`src/rtl/traffic_light_ctrl.sv`:
```
// traffic_light_ctrl: two-road (NS / EW) intersection light sequencer.
//
// A 1 Hz square wave (sec_clk) is synchronised into the clk domain and
// edge-detected into a one-cycle seconds tick. A 6-state FSM with a
// per-phase seconds countdown drives both lamp sets and the remaining-seconds
// value for the display.
//
// Optional feature macro: PED_BUTTON_EN (pedestrian request shortens green).
//
// Ports:
//   clk       in   system clock
//   rst       in   asynchronous active-high reset
//   sec_clk   in   1 Hz square wave, asynchronous to clk
//   enable    in   1 = run, 0 = freeze the sequence
//   ped_req   in   pedestrian request (used only with PED_BUTTON_EN)
//   ns_light  out  NS lamps {R,Y,G}, one-hot, registered
//   ew_light  out  EW lamps {R,Y,G}, one-hot, registered
//   sec_left  out  seconds remaining in the current phase (N..1)
//   phase     out  state encoding
//   sec_tick  out  one-cycle seconds tick, decoded from synchroniser flops
module traffic_light_ctrl #(
  parameter int unsigned GREEN_S   = 10,
  parameter int unsigned YELLOW_S  = 3,
  parameter int unsigned CLR_S     = 1,
  parameter int unsigned PED_MIN_S = 3,
  parameter int unsigned CNT_W     = 8
) (
  input  logic             clk,
  input  logic             rst,
  input  logic             sec_clk,
  input  logic             enable,
  input  logic             ped_req,
  output logic [2:0]       ns_light,
  output logic [2:0]       ew_light,
  output logic [CNT_W-1:0] sec_left,
  output logic [2:0]       phase,
  output logic             sec_tick
);

  localparam logic [63:0] MAX_S = (64'd1 << CNT_W) - 64'd1;

  localparam logic [2:0] LAMP_R = 3'b100;
  localparam logic [2:0] LAMP_Y = 3'b010;
  localparam logic [2:0] LAMP_G = 3'b001;

  // Elaboration-time range check on the phase durations
  if (GREEN_S == 0 || 64'(GREEN_S) > MAX_S) begin : g_bad_green
    $error("traffic_light_ctrl: GREEN_S out of range 1..2^CNT_W-1");
  end
  if (YELLOW_S == 0 || 64'(YELLOW_S) > MAX_S) begin : g_bad_yellow
    $error("traffic_light_ctrl: YELLOW_S out of range 1..2^CNT_W-1");
  end
  if (CLR_S == 0 || 64'(CLR_S) > MAX_S) begin : g_bad_clr
    $error("traffic_light_ctrl: CLR_S out of range 1..2^CNT_W-1");
  end

  typedef enum logic [2:0] {
    CLR_A = 3'd0,
    NS_G  = 3'd1,
    NS_Y  = 3'd2,
    CLR_B = 3'd3,
    EW_G  = 3'd4,
    EW_Y  = 3'd5
  } state_t;

  state_t           state_q, state_d;
  logic [CNT_W-1:0] left_q, left_d;
  logic [2:0]       ns_d, ew_d;
  logic             s1, s2, s3;
  logic             tick_en;
  logic             ped_cut;

  // Two-flop synchroniser plus delay flop for rising-edge detection
  always_ff @(posedge clk or posedge rst) begin
    if (rst) begin
      s1 <= 1'b0;
      s2 <= 1'b0;
      s3 <= 1'b0;
    end else begin
      s1 <= sec_clk;
      s2 <= s1;
      s3 <= s2;
    end
  end

  assign sec_tick = s2 & ~s3;
  assign tick_en  = sec_tick & enable;

  function automatic logic [CNT_W-1:0] phase_len(input state_t s);
    case (s)
      NS_G, EW_G: phase_len = CNT_W'(GREEN_S);
      NS_Y, EW_Y: phase_len = CNT_W'(YELLOW_S);
      default:    phase_len = CNT_W'(CLR_S);
    endcase
  endfunction

  function automatic state_t succ(input state_t s);
    case (s)
      CLR_A:   succ = NS_G;
      NS_G:    succ = NS_Y;
      NS_Y:    succ = CLR_B;
      CLR_B:   succ = EW_G;
      EW_G:    succ = EW_Y;
      default: succ = CLR_A;
    endcase
  endfunction

`ifdef PED_BUTTON_EN
  logic ped_pending;
  logic entering_clr;

  assign entering_clr = (state_d != state_q) && (state_d == CLR_A || state_d == CLR_B);

  // A fresh request outranks the clear so a request made on the yellow-to-clear
  // edge still shortens the following green.
  always_ff @(posedge clk or posedge rst) begin
    if (rst) begin
      ped_pending <= 1'b0;
    end else if (ped_req) begin
      ped_pending <= 1'b1;
    end else if (entering_clr) begin
      ped_pending <= 1'b0;
    end
  end

  assign ped_cut = ped_pending && (state_q == NS_G || state_q == EW_G) &&
                   (64'(left_q) > 64'(PED_MIN_S) + 64'd1);
`else
  logic unused_ped;
  assign unused_ped = ^{ped_req, 32'(PED_MIN_S)};
  assign ped_cut    = 1'b0;
`endif

  // Next state / countdown
  always_comb begin
    state_d = state_q;
    left_d  = left_q;
    case (state_q)
      CLR_A, NS_G, NS_Y, CLR_B, EW_G, EW_Y: begin
        if (tick_en) begin
          if (left_q > CNT_W'(1)) begin
            left_d = ped_cut ? CNT_W'(PED_MIN_S) : left_q - CNT_W'(1);
          end else begin
            state_d = succ(state_q);
            left_d  = phase_len(succ(state_q));
          end
        end
      end
      default: begin
        state_d = CLR_A;
        left_d  = CNT_W'(CLR_S);
      end
    endcase
  end

  // Lamp decode from the next state so lamps change on the same edge as phase
  always_comb begin
    ns_d = LAMP_R;
    ew_d = LAMP_R;
    case (state_d)
      NS_G:    ns_d = LAMP_G;
      NS_Y:    ns_d = LAMP_Y;
      EW_G:    ew_d = LAMP_G;
      EW_Y:    ew_d = LAMP_Y;
      default: begin
        ns_d = LAMP_R;
        ew_d = LAMP_R;
      end
    endcase
  end

  always_ff @(posedge clk or posedge rst) begin
    if (rst) begin
      state_q  <= CLR_A;
      left_q   <= CNT_W'(CLR_S);
      ns_light <= LAMP_R;
      ew_light <= LAMP_R;
    end else begin
      state_q  <= state_d;
      left_q   <= left_d;
      ns_light <= ns_d;
      ew_light <= ew_d;
    end
  end

  assign sec_left = left_q;
  assign phase    = state_q;

endmodule

```
`config.mk`:
```
export PLATFORM = sky130hd
export DESIGN_NAME = traffic_light_ctrl
export DESIGN_NICKNAME = d
export VERILOG_FILES = /design/src/rtl/traffic_light_ctrl.sv
export SDC_FILE = /design/constraint.sdc
export NUM_CORES = 1
export LEC_CHECK = 0
export CAP_MARGIN = 20
export CORE_MARGIN = 3
export CORE_UTILIZATION = 45
export CTS_CLUSTER_SIZE = 20
export DETAILED_ROUTE_END_ITERATION = 10
export PLACE_DENSITY = 0.72
export SYNTH_ARGS = -nofsm -noshare
export SYNTH_HDL_FRONTEND = slang
export SYNTH_SLANG_ARGS = --single-unit
```
`constraint.sdc`:
```
create_clock -name clk -period 4.1 [get_ports clk]
set_clock_uncertainty 0.2 [all_clocks]
set_input_delay 0.82 -clock clk [delete_from_list [all_inputs] [get_ports clk]]
set_output_delay 0.82 -clock clk [all_outputs]
set_load 0.05 [all_outputs]
```
After elaboration in Yosys (flattened, before gate mapping)
Cells that the tools add are included.

Output and inout bits: 18. Bits in registers: 20. Word-level logic and storage cells: 43. Input bits: 5.

Mux-type cells: 13. $lt $le $gt $ge: 1. Equal/unequal tests: 14. Add/sub/neg operators: 1. Reductions and logical operators: 4. Bitwise logic cells: 3.

Operators with widths (count): two-way mux 8 bit (3); == test 3 bit, second input constant (6); two-way mux 3 bit (6); one-hot mux 3 bit (5 select lines) (1); == test 3 x 2 -> 1 bit, second input constant (4); one-hot mux 3 bit (2 select lines) (2); == test 3 x 1 -> 1 bit, second input constant (3); > comparator 8 x 1 -> 1 bit, second input constant (1); one-hot mux 4 bit (2 select lines) (1); subtractor 8 x 1 -> 8 bit, second input constant (1); OR reduction 6 bit (1); OR reduction 2 bit (2); logical NOT 3 bit (1); bitwise AND 1 bit (2); inequality test 2 bit, second input constant (1); inverter 1 bit (1).

Depth between registers and ports, before layout
Depth after elaboration: 11. Gate-level depth with buffers: 7. Depth with buffers taken out: 6.

Worst setup path before layout
Ideal clock, no wire load.

Kind: register to register. Start: register left_q[0], in the netlist sec_left[0]. End: register left_q[6], in the netlist sec_left[6]. Clock period less this slack: 2.350 ns. Required time: 3.827 ns. Cell stages (with the launch flop): 8. Arrival: 2.077 ns. Setup time: 0.073 ns. Path buffers: 1. Path slack: 1.750 ns. Path through: dfstp_2 inv_1 ha_1 or2_4 and3_1 buf_6 or3_1 a21oi_2.

Cells in the longest elaborated chain, start to end: 4. Elaborated cells between the ends (all ways): 5. Classes of those cells: add/sub (1); order compare (1); mux (3).

RTL lines: start: declaration (line 67) `logic [CNT_W-1:0] left_q, left_d;`; start signal: assignment (line 175) `left_q <= CNT_W'(CLR_S);`; start signal: assignment (line 180) `left_q <= left_d;`; subtractor 8 x 1 -> 8 bit / > comparator 8 x 1 -> 1 bit (equally long branches) (line 142, 141); two-way mux 8 bit * (line 141) `if (left_q > CNT_W'(1)) begin`; two-way mux 8 bit * (line 140) `if (tick_en) begin`; two-way mux 8 bit * (line 138) `case (state_q)`.

Every way passes the cells marked *; elsewhere a longest branch is shown, timed or not. The select of a mux whose other input is x is not followed. A chain may end at the register's enable or synchronous reset.

Final worst setup path
Start: register state_q[1], in the netlist phase[1]. End: output port phase[1].

RTL lines: start: declaration (line 66) `state_t state_q, state_d;`; start signal: assignment (line 179) `state_q <= state_d;`; end: declaration (line 36) `output logic [2:0] phase,`.

No word-level cell between the ends.

==> metrics.log <==
[metrics] total number of nets in the final design: 134
[metrics] LEAKAGE: 0.551 nW
[metrics] maximum number of pins on one net before global-route repair: 21
[metrics] ratio of final minimum period to clock period: 69.8%
[metrics] cell-internal power: 0.565 mW
[metrics] top cell type by total area after synthesis: dfrtp_1
[metrics] via count: 932
[metrics] layout overhead on the synthesized area: 24.0%
[metrics] overall track demand over capacity in global routing: 18.1%
[metrics] number of max-slew violations in the final report: 0
[metrics] wire length of the first global-routing pass: 3880 um
[metrics] post-synthesis instance area: 1070 um^2
[metrics] Max Cap Violations: 0
[metrics] total of buffers placed on input and output ports: 21
[metrics] most common cell after layout, fill and taps aside: clkdlybuf4s50_1
[metrics] portion of total power attributed to the clock network: 15.0%
[metrics] initial cell density of the core: 47.8%
[metrics] number of setup buffers added after CTS: 0
[metrics] number of endpoints with negative hold slack in the final report: 0
[metrics] Routed WL per cell: 15.1 um
[metrics] total power divided by cell area: 829 nW/um^2
[metrics] share of the yosys chip area belonging to registers: 47.2%
[metrics] final estimated routing congestion in global placement: 0.843
[metrics] die width: 54.7 um
[metrics] syn_nets: 116
[metrics] Routed WL: 2320 um
[metrics] worst hold slack after final layout: 0.164 ns
[metrics] post-detailed-route DRC marker count: 0
[metrics] drt via density: 6.05
[metrics] commonest non-fill, non-tap cells in the layout: clkdlybuf4s50_1, dfrtp_1, nand2_1, a21oi_1
[metrics] register area: 504 um^2
[metrics] Data required, critical path: 3.08 ns
[metrics] main area contributors after synthesis: dfrtp_1, dfstp_2, a21oi_1
[metrics] run status: finished, final reports clean
[metrics] DIE HEIGHT: 54.7 um
[metrics] commonest register cell after synthesis: dfrtp_1
[metrics] io pins: 23
[metrics] total power: 1.10 mW
[metrics] vias in the first global route: 871
[metrics] Switching Power: 0.532 mW
[metrics] Slew headroom: 50.8%
[metrics] CTS clk-pin slew, worst paths: 0.12 ns
[metrics] antenna violations before repair: 0
[metrics] fraction of layout instances using a drive strength above 1: 9.52%
[metrics] multi-input logic area: 508 um^2
[metrics] peak supply drop: 544 uV
[metrics] fraction of power consumed by sequential logic: 32.1%
[metrics] Avg Synthesized Cell Area: 9.80 um^2
[metrics] Core Area: 2230 um^2
[metrics] Placed Instance Area: 1270 um^2
[metrics] setup repair after global routing missed its margin: false
[metrics] Total Neg Setup Slack: 0 ns
[metrics] cell area after layout: 1330 um^2
[metrics] final critical delay including setup and external delays: 2.86 ns
[metrics] Starting DRT DRC Count: 26
[metrics] count of fill cells added during filler insertion: 195
[metrics] Setup violations, final: 0
[metrics] count of warnings emitted by yosys: 0
[metrics] number of placement rows: 17
[metrics] nature of the critical path startpoint: flip-flop
[metrics] total congestion overflow: 0
[metrics] DIE AREA: 3000 um^2
[metrics] Cell Chain, Critical Path: clkdlybuf4s50_1
[metrics] slowest stage cell, crit path: clkdlybuf4s50_1
[metrics] WP data arrival: 1.84 ns
[metrics] Post-synth ARST share: 100%
[metrics] number of nets with antenna violations after detailed routing: 0
[metrics] master cell of the clock root buffer: clkbuf_4
[metrics] area share of the leading cell type in the synthesized netlist: 39.8%
[metrics] Critical Path Max Stage Delay: 0.89 ns
[metrics] count of clock tree sinks: 20
[metrics] DPL Wire Length: 1580 um
[metrics] number of flip-flops and latches in the synthesized netlist: 20
[metrics] proportion of power drawn by combinational gates: 52.9%
[metrics] quantity of hold-fixing buffers added after cts: 0
[metrics] type of element capturing the critical path: primary output
[metrics] Num CTS Buffers: 3
[metrics] Antenna diodes: 0
[metrics] Max FO, Critical Path: 16
[metrics] number of flops mapped to enable cells by yosys: 0
[metrics] First-pass DRT Iterations: 4
[metrics] H-tree depth: 1
[metrics] TritonCTS clock tree: yes
[metrics] Worst Tran Pin Value: 0.737 ns
[metrics] number of gates resized after cts: 0
[metrics] maximum clock rate: 349 MHz
[metrics] Worst Path Buf+Inv: 1
[metrics] worst setup path class: reg2out
[metrics] clock latency on the worst-skew pair: 0.31 ns
[metrics] Tightest Hold Check Type: reg2reg
[metrics] Max Root-Sink Buffers: 2
[metrics] switching part of the total power: 48.5%
[metrics] critical path's top delay family: buffers and inverters
[metrics] number of distinct library cells after synthesis: 39
[metrics] count of mapped cells out of synthesis: 109
## path summary, 6_finish.rpt
path                               end   startpoint  slack, ns  depth (start not counted)
max                           phase[1]     phase[1]       1.24                          1
min                                 s2           s1       0.16                          0
max reg2reg                sec_left[6]  sec_left[0]       1.80                          6
min reg2reg                         s2           s1       0.16                          0
max in group asynchronous     phase[2]          rst       2.51                          2
min in group asynchronous  sec_left[7]          rst       0.72                          2
## power groups by stage
stage	registers, mW	clock network [mW]	logic (mW)
global route	0.366	0.175	0.621
global placement	0.351	0	0.568
CTS	0.351	0.167	0.580
floorplan	0.526	0	0.241
finish	0.353	0.165	0.581
detailed placement	0.354	0	0.577
## worst reg2reg max path, stage by stage (launching register included)
cell	delay, ns
dfstp_2	0.65
inv_1	0.07
ha_1	0.26
or2_4	0.29
and3_1	0.27
or3_1	0.39
a21oi_2	0.11
## state kept, by name (all words and copies together), names as in the netlist
signal,flops
sec_left,8
ew_light,3
ns_light,3
phase,3
s1,1
s2,1
s3,1
## Yosys cell counts (2+ instances only)
| master | instances |
|---|---|
| nand4_1 | 2 |
| a31oi_1 | 3 |
| nor2_1 | 6 |
| o21ai_1 | 2 |
| a21o_1 | 2 |
| a21oi_1 | 8 |
| dfstp_2 | 3 |
| a41oi_1 | 2 |
| nor2b_1 | 3 |
| ha_1 | 2 |
| nand2_1 | 8 |
| nand4b_1 | 2 |
| mux2i_1 | 2 |
| clkbuf_1 | 4 |
| dfrtp_1 | 17 |
| nand3_1 | 6 |
| and3b_1 | 2 |
| inv_1 | 4 |
| nor3_2 | 2 |
| a2111o_1 | 2 |
| a311oi_1 | 2 |
| or3_1 | 4 |
| nor3_1 | 3 |
| buf_2 | 3 |
## final cells by class
type / count / area share (%)
clock buffer: 3 / 1.70
clock inverter: 1 / 2.27
inverter: 4 / 1.13
multi-input combinational: 77 / 38.3
sequential: 20 / 38.1
tap: 28 / 2.64
timing repair buffer: 21 / 15.9
## cell families (layout without fill, tap and decap cells)
logic type	count (synthesis)	after routing	share of synthesized area [%]
AOI/OAI and AO/OA	26	26	17.2
adders and majority gates	2	2	2.34
xor gates and xnor gates	2	2	1.64
buffers and inverters	12	29	5.27
muxes	2	2	1.87
DFF	20	20	47.2
and+or+nand+nor	45	45	24.5
## through the flow
step	cells	worst slack [ns]	util, %
5_1_grt	154	1.13	59.3
3_5_place_dp	150	1.23	57.0
6_report	154	1.24	59.3
4_1_cts	154	1.23	59.3
2_1_floorplan	109	1.75	-
3_3_place_gp	150	1.28	57.0
## per-layer routing
layer,part of all wire (%),GRT usage (%),vias up
li1,-,-,434
met1,44,22.2,455
met2,49,29.3,35
met3,5.0,4.09,8
met4,1.6,9.54,0
met5,0,0,-
Note: power is estimated with default switching activity, not from simulation.
==> edit (same flow settings) <==
Set the parameter `CNT_W` to 9 (it was 8).
--- a/src/rtl/traffic_light_ctrl.sv
+++ b/src/rtl/traffic_light_ctrl.sv
@@ -24,5 +24,5 @@
   parameter int unsigned CLR_S     = 1,
   parameter int unsigned PED_MIN_S = 3,
-  parameter int unsigned CNT_W     = 8
+  parameter int unsigned CNT_W     = 9
 ) (
   input  logic             clk,
Interface: changed (resized sec_left); port bits go from 23 to 24. The function was not compared with the original's and may differ.
==> edit against the original RTL <==
  * Critical path type unchanged
  * Area after synthesis rose by 2.9%
  * Final area rose by 2.3%
  * Routed wire length fell by 2.4%
  * Sequential cell count rose by 1
  * Cell count rose by 0.65%
  * Non-clock buffer count rose by 1
  * Setup slack improved by 0.075 ns
  * Via count fell by 7.1%
  * Power fell by 19%
  * Count of clock-buffer cells in the layout did not move
==> edit: results (changes against the original RTL) <==
Synth
  – Post-synth cell types: 40 (+2.6%)
  – Sequential share of the synthesized area: 0.481 (+0.00933)
  – Syn Nets: 113 (-2.6%)
  – Post-synthesis compound-gate area fraction: 0.131 (-0.0413)
  – Area contributors post-synth: dfrtp_1, dfstp_2, o21ai_0
  – Synth Area in Adders: 0.0228 (-0.000666)
  – Avg Cell Area, Syn: 10.4 um2 (+5.8%)
  – Post-synth top cells: dfrtp_1, o21ai_0, a21oi_1, nand2_1, nor2_1
  – Xor-xnor portion of the synthesized cell area: 0.0239 (+0.00750)
  – Mux contribution to synthesized area: 0.0387 (+0.0199)

Global routing
  – Via count of the first global-routing pass: 822 (-5.6%)
  – Total GRT Usage: 0.161 (-0.0205)

Worst setup path
  – Max incr delay on CP: 0.83 ns (-0.06 ns)
  – Crit path DAT: 1.77 ns (-0.07 ns)
  – Worst-path fanout max: 8 (-8)

Cells and area
  – Share of cells above drive strength 1: 0.126 (+0.0307)
  – Nets: 135 (+0.75%)
  – Number of flip-flops in the largest register: 9 (+1)
  – Layout Cells excl Fill: 155 (+0.65%)

Placed design
  – Placed cell area: 1330 um2 (+4.3%)
  – Final GP Congestion: 0.774 (-8.2%)
  – Post-DP HPWL: 1.64 mm (+3.6%)

Power
  – Int Pwr: 462 uW (-18%)
  – Leakage: 0.588 nW (+6.8%)

Routing
  – First DRT Iteration DRCs: 19 (-27%)
  – Vias: 866 (-7.1%)

Status
  – Status: finished, final reports clean

STA
  – Worst Max-Slew Pin Slew: 0.763 ns (+0.0253 ns)
-- edit: power by group through the flow --
| stage | clock network, mW | logic (mW) | registers (mW) |
|---|---|---|---|
| floorplan | 0 | 0.146 | 0.498 |
| global placement | 0 | 0.441 | 0.336 |
| detailed placement | 0 | 0.451 | 0.338 |
| CTS | 0.104 | 0.452 | 0.336 |
| global route | 0.115 | 0.474 | 0.346 |
| finish | 0.103 | 0.448 | 0.334 |
-- edit: cell type report --
cell class                 instances  area [um2]
tap                               28        35.0
inverter                           4        15.0
fill                             217         900
timing repair buffer              22         220
clock buffer                       3        22.5
clock inverter                     1        5.00
sequential                        21         529
multi-input combinational         76         528
-- edit: final timing paths --
kind	startpoint	to	slack, ns	depth (start not counted)
max in group asynchronous	rst	ew_light[0]	2.49	2
min in group asynchronous	rst	sec_left[3]	0.73	2
worst min-delay path	s1	s2	0.16	0
worst min register to register	s1	s2	0.16	0
worst max register to register	sec_left[1]	sec_left[6]	1.86	6
worst max-delay path	sec_left[0]	sec_left[0]	1.31	1
-- edit: routing by layer --
metal | share of wire | GRT usage
met1 | 0.46 | 0.204
met2 | 0.46 | 0.260
met3 | 0.062 | 0.0280
met4 | 0.023 | 0.0833
met5 | 0 | 0
-- edit: worst reg2reg max path, cell delays in order (launching register included) --
cell and delay [ns]:
dfrtp_1 0.46, inv_1 0.11, ha_1 0.21, or3b_1 0.40, or3_1 0.33, or3_1 0.31
a21oi_1 0.15
-- edit: kinds of logic after synthesis --
| group | Yosys count |
|---|---|
| adders and majority gates | 2 |
| and+or+nand+nor | 43 |
| buffers and inverters | 9 |
| xor gates and xnor gates | 3 |
| muxes | 4 |
| AOI/OAI and AO/OA | 24 |
| DFF | 21 |
